## config.mk

```make
export PLATFORM = sky130hd
export DESIGN_NAME = load_store_unit
export DESIGN_NICKNAME = d
export VERILOG_FILES = /design/src/rtl/load_store_unit.sv
export SDC_FILE = /design/constraint.sdc
export NUM_CORES = 1
export LEC_CHECK = 0
export ABC_CLOCK_PERIOD_IN_PS = 8800
export BUFFER_PORTS_ARGS = -buffer_cell sky130_fd_sc_hd__buf_2
export CAP_MARGIN = 20
export CORE_ASPECT_RATIO = 1.25
export CORE_MARGIN = 5
export CORE_UTILIZATION = 55
export CTS_BUF_LIST = sky130_fd_sc_hd__clkbuf_16
export CTS_CLUSTER_SIZE = 12
export DETAILED_ROUTE_END_ITERATION = 8
export PLACE_DENSITY = 0.92
export SYNTH_ARGS = -nofsm -noshare
export SYNTH_HDL_FRONTEND = slang
export SYNTH_SLANG_ARGS = --single-unit
```

## constraint.sdc

```tcl
create_clock -name clock_i -period 8.8 [get_ports clock_i]
set_clock_uncertainty 0.05 [all_clocks]
set_input_delay 1.76 -clock clock_i [delete_from_list [all_inputs] [get_ports clock_i]]
set_output_delay 1.76 -clock clock_i [all_outputs]
set_load 0.02 [all_outputs]
```

## src/rtl/load_store_unit.sv

```systemverilog
// load_store_unit: initiator-side access controller between the datapath and a
// single-cycle, word-addressed data memory. It turns byte, halfword and word
// loads and stores into word transactions. Sub-word stores use
// read-modify-write, and sub-word loads are sign- or zero-extended. Misaligned
// requests are rejected without any memory access.
//
// Optional feature: define LSU_BOUNDS_CHECK_EN to also reject requests whose
// word address (addr[31:2]) is at or beyond DEPTH. Without it, the word
// address wraps modulo DEPTH.
//
// Ports:
//   clock_i, reset_i    clock, asynchronous active-high reset
//   req_i, we_i         request strobe (sampled in IDLE), 1 = store
//   size_i              00 byte, 01 halfword, 1x word
//   load_signed_i       sign-extend sub-word loads when 1
//   addr_i, wdata_i     byte address, store data
//   busy_o, done_o      not-idle flag, one-cycle completion pulse
//   err_o               access rejected (valid with done_o)
//   rdata_o             last successful load result
//   mem_addr_o          word address to memory
//   mem_wdata_o         word to write
//   mem_write_o         memory write enable
//   mem_rdata_i         combinational read data for mem_addr_o
module load_store_unit #(
  parameter int unsigned DEPTH  = 32,
  parameter int unsigned ADDR_W = 5
) (
  input  logic              clock_i,
  input  logic              reset_i,
  input  logic              req_i,
  input  logic              we_i,
  input  logic [1:0]        size_i,
  input  logic              load_signed_i,
  input  logic [31:0]       addr_i,
  input  logic [31:0]       wdata_i,
  output logic              busy_o,
  output logic              done_o,
  output logic              err_o,
  output logic [31:0]       rdata_o,
  output logic [ADDR_W-1:0] mem_addr_o,
  output logic [31:0]       mem_wdata_o,
  output logic              mem_write_o,
  input  logic [31:0]       mem_rdata_i
);

  typedef enum logic [1:0] {S_IDLE, S_READ, S_WRITE, S_DONE} state_e;

  state_e              state_q, state_d;
  logic                we_q, we_d;
  logic [1:0]          size_q, size_d;
  logic                sgn_q, sgn_d;
  logic [1:0]          lane_q, lane_d;
  logic [31:0]         wdata_q, wdata_d;
  logic [ADDR_W-1:0]   addr_q, addr_d;
  logic                err_q, err_d;
  logic [31:0]         rdata_q, rdata_d;
  logic [31:0]         mem_wdata_q, mem_wdata_d;
  logic                busy_q, done_q, mem_write_q;
  logic                misaligned_c;
  logic                reject_c;

  // Halfword needs addr[0]=0; word (size 1x) needs addr[1:0]=0.
  assign misaligned_c = ((size_i == 2'b01) && addr_i[0]) ||
                        (size_i[1] && (addr_i[1:0] != 2'b00));

`ifdef LSU_BOUNDS_CHECK_EN
  assign reject_c = misaligned_c || (addr_i[31:2] >= 30'(DEPTH));
`else
  logic unused_addr_hi;
  assign unused_addr_hi = ^addr_i[31:ADDR_W+2];
  assign reject_c = misaligned_c;
`endif

  // Replace the addressed byte or halfword lane of the word read back.
  function automatic logic [31:0] merge_lane(input logic [31:0] old_w,
                                             input logic [31:0] wd,
                                             input logic [1:0]  sz,
                                             input logic [1:0]  lane);
    logic [31:0] w;
    w = old_w;
    if (sz == 2'b00) w[{lane, 3'b000} +: 8] = wd[7:0];
    else             w[{lane[1], 4'b0000} +: 16] = wd[15:0];
    return w;
  endfunction

  // Select the loaded lane and extend it to 32 bits.
  function automatic logic [31:0] extend_lane(input logic [31:0] w,
                                              input logic [1:0]  sz,
                                              input logic        sgn,
                                              input logic [1:0]  lane);
    logic [7:0]  b;
    logic [15:0] h;
    b = w[{lane, 3'b000} +: 8];
    h = w[{lane[1], 4'b0000} +: 16];
    if (sz[1])              return w;
    else if (sz == 2'b01)   return sgn ? {{16{h[15]}}, h} : {16'h0000, h};
    else                    return sgn ? {{24{b[7]}}, b} : {24'h000000, b};
  endfunction

  // Next-state and datapath updates.
  always_comb begin
    state_d     = state_q;
    we_d        = we_q;
    size_d      = size_q;
    sgn_d       = sgn_q;
    lane_d      = lane_q;
    wdata_d     = wdata_q;
    addr_d      = addr_q;
    err_d       = err_q;
    rdata_d     = rdata_q;
    mem_wdata_d = mem_wdata_q;
    case (state_q)
      S_IDLE: begin
        if (req_i) begin
          we_d    = we_i;
          size_d  = size_i;
          sgn_d   = load_signed_i;
          lane_d  = addr_i[1:0];
          wdata_d = wdata_i;
          addr_d  = addr_i[ADDR_W+1:2];
          err_d   = reject_c;
          if (reject_c) begin
            state_d = S_DONE;
          end else if (we_i && size_i[1]) begin
            mem_wdata_d = wdata_i;
            state_d     = S_WRITE;
          end else begin
            state_d = S_READ;
          end
        end
      end
      S_READ: begin
        if (we_q) begin
          mem_wdata_d = merge_lane(mem_rdata_i, wdata_q, size_q, lane_q);
          state_d     = S_WRITE;
        end else begin
          rdata_d = extend_lane(mem_rdata_i, size_q, sgn_q, lane_q);
          state_d = S_DONE;
        end
      end
      S_WRITE: state_d = S_DONE;
      S_DONE: begin
        err_d   = 1'b0;
        state_d = S_IDLE;
      end
      default: state_d = S_IDLE;
    endcase
  end

  // State and registered outputs; status outputs decode the next state so
  // they line up with the state they describe.
  always_ff @(posedge clock_i or posedge reset_i) begin
    if (reset_i) begin
      state_q     <= S_IDLE;
      we_q        <= 1'b0;
      size_q      <= 2'b00;
      sgn_q       <= 1'b0;
      lane_q      <= 2'b00;
      wdata_q     <= 32'h0;
      addr_q      <= '0;
      err_q       <= 1'b0;
      rdata_q     <= 32'h0;
      mem_wdata_q <= 32'h0;
      busy_q      <= 1'b0;
      done_q      <= 1'b0;
      mem_write_q <= 1'b0;
    end else begin
      state_q     <= state_d;
      we_q        <= we_d;
      size_q      <= size_d;
      sgn_q       <= sgn_d;
      lane_q      <= lane_d;
      wdata_q     <= wdata_d;
      addr_q      <= addr_d;
      err_q       <= err_d;
      rdata_q     <= rdata_d;
      mem_wdata_q <= mem_wdata_d;
      busy_q      <= (state_d != S_IDLE);
      done_q      <= (state_d == S_DONE);
      mem_write_q <= (state_d == S_WRITE);
    end
  end

  assign busy_o      = busy_q;
  assign done_o      = done_q;
  assign err_o       = err_q;
  assign rdata_o     = rdata_q;
  assign mem_addr_o  = addr_q;
  assign mem_wdata_o = mem_wdata_q;
  assign mem_write_o = mem_write_q;

endmodule
```

* After elaboration in Yosys (flattened, before gate mapping)
Index checks and enable logic that the tools add are counted.
Cells by class: equality and inequality tests 11, bitwise logic cells 1, magnitude comparators 0, add/subtract/negate cells 2, shift operators 6, reduce and logical (&&, ||, !) cells 14, mux-type cells 19, $mul 0, divide/modulo/power cells 0
Operator list (count):
- 2-to-1 mux 32 bit | 9
- bitwise mux 32 bit | 2
- one-hot mux 32 bit (2 select lines) | 1
- variable shift 16 x 7 -> 32 bit, first input constant | 1
- variable shift 8 x 7 -> 32 bit, first input constant | 1
- variable part select 16 x 7 -> 32 bit | 1
- variable part select 32 x 6 -> 16 bit | 1
- variable part select 32 x 6 -> 8 bit | 1
- variable part select 8 x 7 -> 32 bit | 1
- negation 5 -> 7 bit | 2
- equality test 2 bit, second input constant | 4
- inequality test 2 bit, second input constant | 4
- one-hot mux 2 bit (4 select lines) | 1
- nonzero test 2 bit | 4
- equality test 2 x 1 -> 1 bit, second input constant | 3
- 2-to-1 mux 2 bit | 3
- AND reduction 2 bit | 3
- AND reduction 5 bit | 1
- logical NOT 2 bit | 2
- logical AND 1 bit | 3
- 2-to-1 mux 1 bit | 2
- one-hot mux 1 bit (2 select lines) | 1
- logical OR 1 bit | 1
- NOT 1 bit | 1
Storage, ports and cells: memories 0, word-level logic and storage cells 66, ROM bits 0, bits in latches 0, RAM bits 0, input port bits 103, flip-flop bits (word level) 97, output and inout port bits 73

* Depth between registers and ports, before layout
Gate-level depths: netlist of run 1.
depth in word-level cells 7, mapped depth 9, mapped depth without buffers 6

* Worst setup path before layout of run 1
Ideal clock, no wire load.
path kind in2reg, from input addr_i[0], to register mem_wdata_q[20], in the netlist mem_wdata_o[20], buffers on the path 1, library setup time 0.126 ns, data required time 8.624 ns, setup slack 5.841 ns, cell stages on the path 5, arrival 2.783 ns, cell sequence nand2b_1 o31ai_2 nand2_1 clkbuf_1 o32a_1
On the way: cells in the longest elaborated chain, start to end 5, elaborated cells on any way between the ends 6, classes of those cells 1 x eq/ne; 5 x reduce/logical
RTL lines:
- start: declaration | RTL line 34 | input logic [31:0] addr_i,
- nonzero test 2 bit | RTL line 64 | (size_i[1] && (addr_i[1:0] != 2'b00));
- logical AND 1 bit | RTL line 64
- logical OR 1 bit (*) | RTL line 63 | assign misaligned_c = ((size_i == 2'b01) && addr_i[0]) ||
- inequality test 2 bit (no source line) (*)
- AND reduction 5 bit (no source line) (*)
- end signal: assignment | RTL line 177 | mem_wdata_q <= mem_wdata_d;
- end: declaration | RTL line 57 | logic [31:0] mem_wdata_q, mem_wdata_d;
Mark *: on every way between the ends. The rest lies on a longest branch, timed or not. A chain may end at the register's enable or synchronous reset.

* Final worst setup path of run 1
from register lane_q[0], to register mem_wdata_q[20], in the netlist mem_wdata_o[20]
On the way: cells in the longest elaborated chain, start to end 6, elaborated cells on any way between the ends 7, classes of those cells 1 x add/sub; 2 x shift; 4 x mux
RTL lines:
- start: declaration | RTL line 52 | logic [1:0] lane_q, lane_d;
- start signal: assignment | RTL line 172 | lane_q <= lane_d;
- negation 5 -> 7 bit (*) | RTL line 81 | if (sz == 2'b00) w[{lane, 3'b000} +: 8] = wd[7:0];
- variable part select 8 x 7 -> 32 bit / variable shift 8 x 7 -> 32 bit (equally long branches) | RTL line 81
- bitwise mux 32 bit (*) | RTL line 81
- 2-to-1 mux 32 bit (*) | RTL line 81
- 2-to-1 mux 32 bit (*) | RTL line 133 | if (we_q) begin
- one-hot mux 32 bit (2 select lines) (*) | RTL line 112 | case (state_q)
Mark *: on every way between the ends. The rest lies on a longest branch, timed or not. The select of a mux whose other input is x is not followed.

==> summary.md, run 1 <==
| Metric | Value |
|---|---|
| Outcome | `complete, no violations` |
| Root Buffer | `clkbuf_16` |
| CTS tree | `yes` |
| Slew @ Worst Pin | `1.09 ns` |
| Final nets | `824` |
| FF-to-FF Start | `lane_q[0]` |
| Crit-path max FO | `26` |
| Die width | `101 um` |
| Post-synthesis sequential area ratio | `43.1%` |
| Cts hold-fix bufs | `0` |
| WL final | `18,000 um` |
| Max Slew Vio Count | `0` |
| DP HPWL | `12,600 um` |
| Wirelength per Cell | `21.3 um` |
| Site Rows | `41` |
| Setup TNS after final layout | `0 ns` |
| Fin Hold WS | `0.436 ns` |
| Critical Path AT | `3.78 ns` |
| PD cells | `444 nW/um2` |
| N_diodes | `0` |
| Setup CP Type | `flip-flop to flip-flop` |
| Tcrit/Tclk final | `40.3%` |
| Layout cell share with drive strength beyond 1 | `31.1%` |
| Worst min-delay path class | `flip-flop to flip-flop` |
| ANT nets after route | `0` |
| Syn avg cell area | `9.52 um2` |
| Number of flops mapped to enable cells by yosys | `0` |
| Vias in the first global route | `5,226` |
| # placed instances | `828` |
| Max stage delay on crit path | `0.95 ns` |
| Vias/cell | `6.46` |
| Largest net degree at the start of global routing | `53` |
| Post-synth ARST share | `100%` |
| Buf+Inv Stages, Crit Path | `1` |
| Slew headroom | `27.2%` |
| Die area | `12,400 um2` |
| Critical Path Source | `lane_q[0]` |
| Critical path, cell by cell | `inv_2 > ha_1 > nor3b_2 > nand4_1 > a221oi_1 > o32a_1` |
| Depth of the most critical reg-to-reg path | `6` |
| CTS Buf Count | `9` |
| Max-cap violations | `0` |
| Drt pass-1 iters | `6` |
| CP Capture Type | `flip-flop` |
| Startpoint Class | `flip-flop` |
| 1st-iter DRT viols | `656` |
| Main synth FF type | `dfrtp_1` |
| Remaining Overflow, GRT | `0` |
| Initial antenna violation count | `0` |
| Worst vdd rail ir drop | `0.213 mV` |
| Cell count after synthesis | `592` |
| Clock slew seen by the registers of the worst setup and hold paths | `0.07 ns` |
| Slowest cell on the critical path | `dfrtp_1` |
| Final setup violation count | `0` |
| Total core area | `10,100 um2` |
| Mapped Area | `5640 um2` |
| Skew-Pair Late Insertion Delay | `0.34 ns` |
| First-pass GRT wire length | `27,800 um` |
| Buffers on Ports | `150` |
| H-tree levels | `3` |
| Crit-path leading delay family | `simple AND/OR/NAND/NOR gates` |
| Synthesis-stage register bit count | `97` |
| Final min period | `3.55 ns` |
| Fin. Hold Viols | `0` |
| Max Fclk | `282 MHz` |
| Non-Filler Instances | `846` |
| Area grow syn2layout | `19.7%` |
| R2R Path End | `mem_wdata_o[20]` |
| Initial core utilization | `56.1%` |
| Worst path depth | `6` |
| Clock tree buffer depth | `2` |
| All-Layer GR Usage | `29.0%` |
| Ys Warns | `0` |
| CP required | `9.03 ns` |
| RePlAce Congestion | `0.922` |
| Post-CTS Resized | `0` |
| Die H | `123 um` |
| Unrepaired setup endpoints after global routing | `false` |
| DRC errors left | `0` |
| Worst reg2reg setup slack | `5.25 ns` |
| Synth unique cells | `43` |
| CTS sink cnt | `97` |
| Post-Syn Nets | `704` |
| Postcts setup bufs | `0` |
| Via Count | `5,469` |
| P_leak | `3.10 nW` |
| Top Ports | `176` |
| Critical Path End | `mem_wdata_o[20]` |
## layer usage
metal | global-route usage, % | part of all wire, %
met1 | 36.4 | 37
met4 | 16.9 | 6.1
met5 | 0 | 0
met3 | 3.72 | 8.0
met2 | 47.9 | 49
## layout by cell type (no fill, tap or decap), types with 24 or more instances in the layout
cell and n:
a221oi_1 26, buf_2 150, mux2_2 26, nor2_1 29, o32a_1 24, dfrtp_1 96
inv_1 46, nand2_1 44, mux2i_1 26, a21oi_1 89
## worst min-delay path by stage
stage	start	endpoint	slack, ns	cells after the start
final	rdata_o[6]	rdata_o[6]	0.44	2
after global routing	mem_wdata_o[10]	mem_wdata_o[10]	0.46	1
after CTS	rdata_o[6]	rdata_o[6]	0.44	2
after detailed placement	rdata_o[6]	rdata_o[6]	0.43	2
after global placement	rdata_o[6]	rdata_o[6]	0.43	2
after floorplan	wdata_q[10]	wdata_q[10]	0.42	2
## synth_stat cells (16+ instances only)
library cell	instances	area [um2]
nand4_1	16	100
a21oi_1	89	445
mux2_2	26	293
o21ai_0	18	90.1
nand2_1	44	165
nor2_1	29	109
mux2i_1	26	260
o32a_1	24	240
clkbuf_1	30	113
dfrtp_1	97	2430
inv_1	43	161
o21ai_1	18	90.1
buf_2	18	90.1
a221oi_1	26	228
## report_power, final
part	internal (W)	switching (W)	leakage, nW
combinational	0.000639	0.00105	1.80
sequential	0.000681	0.000211	1.14
clock	0.000244	0.000162	0.164
## state kept, by name, summed over array words and instances (netlist names)
name and flops:
busy_o 1, state_q 2, err_o 1, size_q 2
wdata_q 16, done_o 1, mem_addr_o 5, sgn_q 1
rdata_o 32, mem_write_o 1, lane_q 2, mem_wdata_o 32
we_q 1
## cell families (layout without fill, tap and decap cells)
logic type	Yosys count	after routing	share of synthesized area, %
buffers and inverters	95	220	7.01
flip-flops	97	97	43.1
AND/OR/NAND/NOR	123	123	10.6
AO/OA/AOI/OAI	215	215	27.3
multiplexers	53	53	10.1
adder cells (fa/ha/maj)	9	9	2.00
## per-stage QoR
stage | total power, W | cell area [um2] | utilization [%] | setup WS, ns
2_1_floorplan | 0.00206 | 5640 | - | 4.46
3_3_place_gp | 0.00244 | 6380 | 63.5 | 5.14
3_5_place_dp | 0.00251 | 6380 | 63.5 | 5.04
4_1_cts | 0.00294 | 6690 | 66.5 | 5.34
5_1_grt | 0.00317 | 6750 | 67.1 | 5.12
6_report | 0.00299 | 6750 | 67.1 | 5.25
## area by class of cell
type / instances / area [um2]
clock buffers: 9 / 225
clock inverters: 7 / 80.1
fillers: 820 / 3310
inverters: 44 / 168
multi-input cells: 400 / 2820
flip-flops and latches: 97 / 2430
well taps: 129 / 161
repair buffers: 160 / 866
## tightest hold or removal path, delay by kind of cell, from the launching register on
family           cells  cell delay [ns]
flip-flops           1             0.35
AND/OR/NAND/NOR      1             0.05
AO/OA/AOI/OAI        1             0.05
(Power assumes the default switching activity.)
==> run 2: changes to the inputs <==
- ABC_AREA: not set -> 1
- ABC_CLOCK_PERIOD_IN_PS: 8800 -> 3600
- CORE_UTILIZATION: 55 -> 53
- PLACE_DENSITY: 0.92 -> 0.88
- clock period: 8.8 -> 3.6 ns (I/O delays scaled with it)
==> summary.md, run 2 <==
| Metric | Value |
|---|---|
| Critical path, cell by cell | `inv_1 > ha_1 > inv_4 > nor2_8 > a21oi_2 > nand2_2 > buf_4 > inv_2 > nor2_1 > a21oi_1` |
| R2R Path End | `mem_wdata_o[11]` |
| P_int | `0.00331 W (+110%)` |
| WL final | `18,000 um (about the same)` |
| All-Layer GR Usage | `26.7% (-2.2 points)` |
| H-tree levels | `3 (unchanged)` |
| Drt pass-1 iters | `5 (-1)` |
| Final setup violation count | `0 (unchanged)` |
| Crit-path max FO | `41 (+58%)` |
| DP HPWL | `13,000 um (+3.2%)` |
| CTS tree | `yes` |
| Critical Path Source | `state_q[1]` |
| DRC errors left | `0 (unchanged)` |
| Sw frac | `51.1% (+3.4 points)` |
| Depth of the most critical reg-to-reg path | `10 (+4)` |
| Setup TNS after final layout | `0 ns (unchanged)` |
| Final min period | `2.48 ns (-1.07 ns)` |
| Max Fclk | `403 MHz (+43%)` |
| Cell area after layout | `7070 um2 (+4.8%)` |
| Slowest cell on the critical path | `dfrtp_1` |
| P_leak | `3.92 nW (+26%)` |
| Synthesis-stage register bit count | `97 (unchanged)` |
| Post-Syn Nets | `1,042 (+48%)` |
| Cell count after synthesis | `930 (+57%)` |
| Site Rows | `43 (+4.9%)` |
| Synth top area cells | `dfrtp_1, nand2_1, a21oi_1` |
| Top Ports | `176 (unchanged)` |
| Max Slew Vio Count | `0 (unchanged)` |
| Most common cell after layout, fill and taps aside | `nand2_1` |
| Yosys top cell area share | `39.9% (-3.1 points)` |
| Largest net degree at the start of global routing | `73 (+38%)` |
| Synth area leader | `dfrtp_1` |
| Mapped Area | `6080 um2 (+7.8%)` |
| CP Capture Type | `flip-flop` |
| Worst reg2reg setup slack | `1.12 ns (-4.13 ns)` |
| N_diodes | `0 (unchanged)` |
| Hold path cells | `2 (unchanged)` |
| Worst path depth | `10 (+4)` |
| Worst vdd rail ir drop | `0.529 mV (+150%)` |
| FF-to-FF Start | `state_q[1]` |
| Fill cells | `1,055 (+29%)` |
| Clock tree buffer depth | `2 (unchanged)` |
| Area grow syn2layout | `16.3%` |
| Fin. Hold Viols | `0 (unchanged)` |
| First-pass GRT wire length | `29,500 um (+6.1%)` |
| Vias/cell | `5.41 (-16%)` |
| 1st-iter DRT viols | `584 (-11%)` |
| Vias in the first global route | `6,127 (+17%)` |
| Layout cell share with drive strength beyond 1 | `17.7% (-13 points)` |
| Post-placement cell area | `6810 um2 (+6.6%)` |
| Max stage delay on crit path | `0.40 ns (-0.55 ns)` |
| Clock power share | `12.9% (-0.7 points)` |
| Die area | `13,700 um2 (+11%)` |
| Unrepaired setup endpoints after global routing | `false` |
| Postcts setup bufs | `0 (unchanged)` |
| Comb power frac | `57.7% (+1.1 points)` |
| Synth unique cells | `26 (-40%)` |
| Buf+Inv Stages, Crit Path | `4 (+3)` |
| Tcrit/Tclk final | `68.9% (+29 points)` |
| Number of flops mapped to enable cells by yosys | `0 (unchanged)` |
| Commonest cells after routing, fill and taps aside | `nand2_1, buf_2, a21oi_1` |
| Skew-Pair Late Insertion Delay | `0.34 ns (about the same)` |
| PD cells | `958 nW/um2 (+120%)` |
| Top-count cell post-synth | `nand2_1` |
| Final Core Density | `63.2% (-3.9 points)` |
| Final Worst Setup Slack | `1.12 ns (-4.13 ns)` |
| Initial core utilization | `54.3% (-1.8 points)` |
| Outcome | `complete, no violations` |
| Die width | `106 um (+5.2%)` |
| Ys Warns | `0 (unchanged)` |
| Critical Path End | `mem_wdata_o[11]` |
| Startpoint Class | `flip-flop` |
| Wirelength per Cell | `15.2 um (-29%)` |
| Critical Path AT | `2.66 ns (-1.12 ns)` |
| CP required | `3.78 ns (-5.25 ns)` |
| RePlAce Congestion | `0.947 (+2.7%)` |
| Main synth FF type | `dfrtp_1` |
| CTS sink cnt | `97 (unchanged)` |
| ANT nets after route | `0 (unchanged)` |
| CTS Buf Count | `9 (unchanged)` |
| Cts hold-fix bufs | `0 (unchanged)` |
| Worst slack, placed | `1.11 ns (-3.93 ns)` |
| Post-CTS Resized | `0 (unchanged)` |
| Fin Hold WS | `0.425 ns (-0.0111 ns)` |
| Via Count | `6,429 (+18%)` |
| Total core area | `11,200 um2 (+11%)` |
| Slew @ Worst Pin | `0.815 ns (-0.277 ns)` |
| Buffers on Ports | `150 (unchanged)` |
| Syn avg cell area | `6.53 um2 (-31%)` |
| Worst min-delay path class | `flip-flop to flip-flop` |
| Post-synth ARST share | `100% (unchanged)` |
| Max-cap violations | `0 (unchanged)` |
| Remaining Overflow, GRT | `0 (unchanged)` |
| Post-synthesis sequential area ratio | `39.9% (-3.1 points)` |
| Final nets | `1,160 (+41%)` |
| Root Buffer | `clkbuf_16` |
| Top cells by count, synth | `nand2_1, a21oi_1, inv_1` |
| P_sw | `0.00346 W (+140%)` |
| Seq pwr share | `29.4% (-0.4 points)` |
| Clock slew seen by the registers of the worst setup and hold paths | `0.07 ns (about the same)` |
| Die H | `130 um (+5.3%)` |
| Initial antenna violation count | `1 (+1)` |
| Slew headroom | `45.7% (+18 points)` |
| Crit-path leading delay family | `buffers and inverters` |
| Setup CP Type | `flip-flop to flip-flop` |
run 2: worst min-delay path, cell delays in order, from the launching register on:
cell and delay [ns]:
dfrtp_1 0.34, nand2_1 0.05, nand2_1 0.06
run 2: power groups by stage:
stage	logic (W)	registers, W	clock network (W)
2_1_floorplan	0.00245	0.00243	0
3_3_place_gp	0.00379	0.00198	0
3_5_place_dp	0.00389	0.00200	0
4_1_cts	0.00391	0.00198	0.000885
5_1_grt	0.00440	0.00206	0.000928
6_report	0.00391	0.00199	0.000873
run 2: area by class of cell:
cell class              count  area, um2  area share, %
clock inverters             7       38.8          0.549
multi-input cells         675       2970           42.0
clock buffers               9        225           3.19
flip-flops and latches     97       2430           34.4
repair buffers            159        831           11.8
inverters                 106        405           5.73
well taps                 135        169           2.39
run 2: worst min-delay path by stage:
stage	from	end
4_1_cts	mem_wdata_o[7]	mem_wdata_o[7]
3_5_place_dp	rdata_o[8]	rdata_o[8]
3_3_place_gp	rdata_o[7]	rdata_o[7]
6_report	mem_wdata_o[4]	mem_wdata_o[4]
2_1_floorplan	wdata_q[10]	wdata_q[10]
5_1_grt	mem_wdata_o[3]	mem_wdata_o[3]
run 2: layer usage:
layer  track usage, %  share of wire [%]  vias up
li1                 -                  -     3149
met1             33.1                 39     2909
met2             45.2                 49      300
met3             4.70                7.6       69
met4             13.6                4.8        2
met5                0              0.044        -
run 2: metrics by stage:
step                      std cells  power (W)
after floorplan                 930    0.00489
after global placement         1172    0.00577
after detailed placement       1172    0.00589
after CTS                      1188    0.00678
after global routing           1188    0.00739
final                          1188    0.00677
run 2: kinds of logic (layout without fill, tap and decap cells):
logic type                 after synthesis  count (layout)  synth area share [%]
and+or+nand+nor                        495             495                  32.8
AOI/OAI and AO/OA                      171             171                  14.2
buffers and inverters                  158             281                  11.2
DFF                                     97              97                  39.9
adders and majority gates                9               9                  1.85
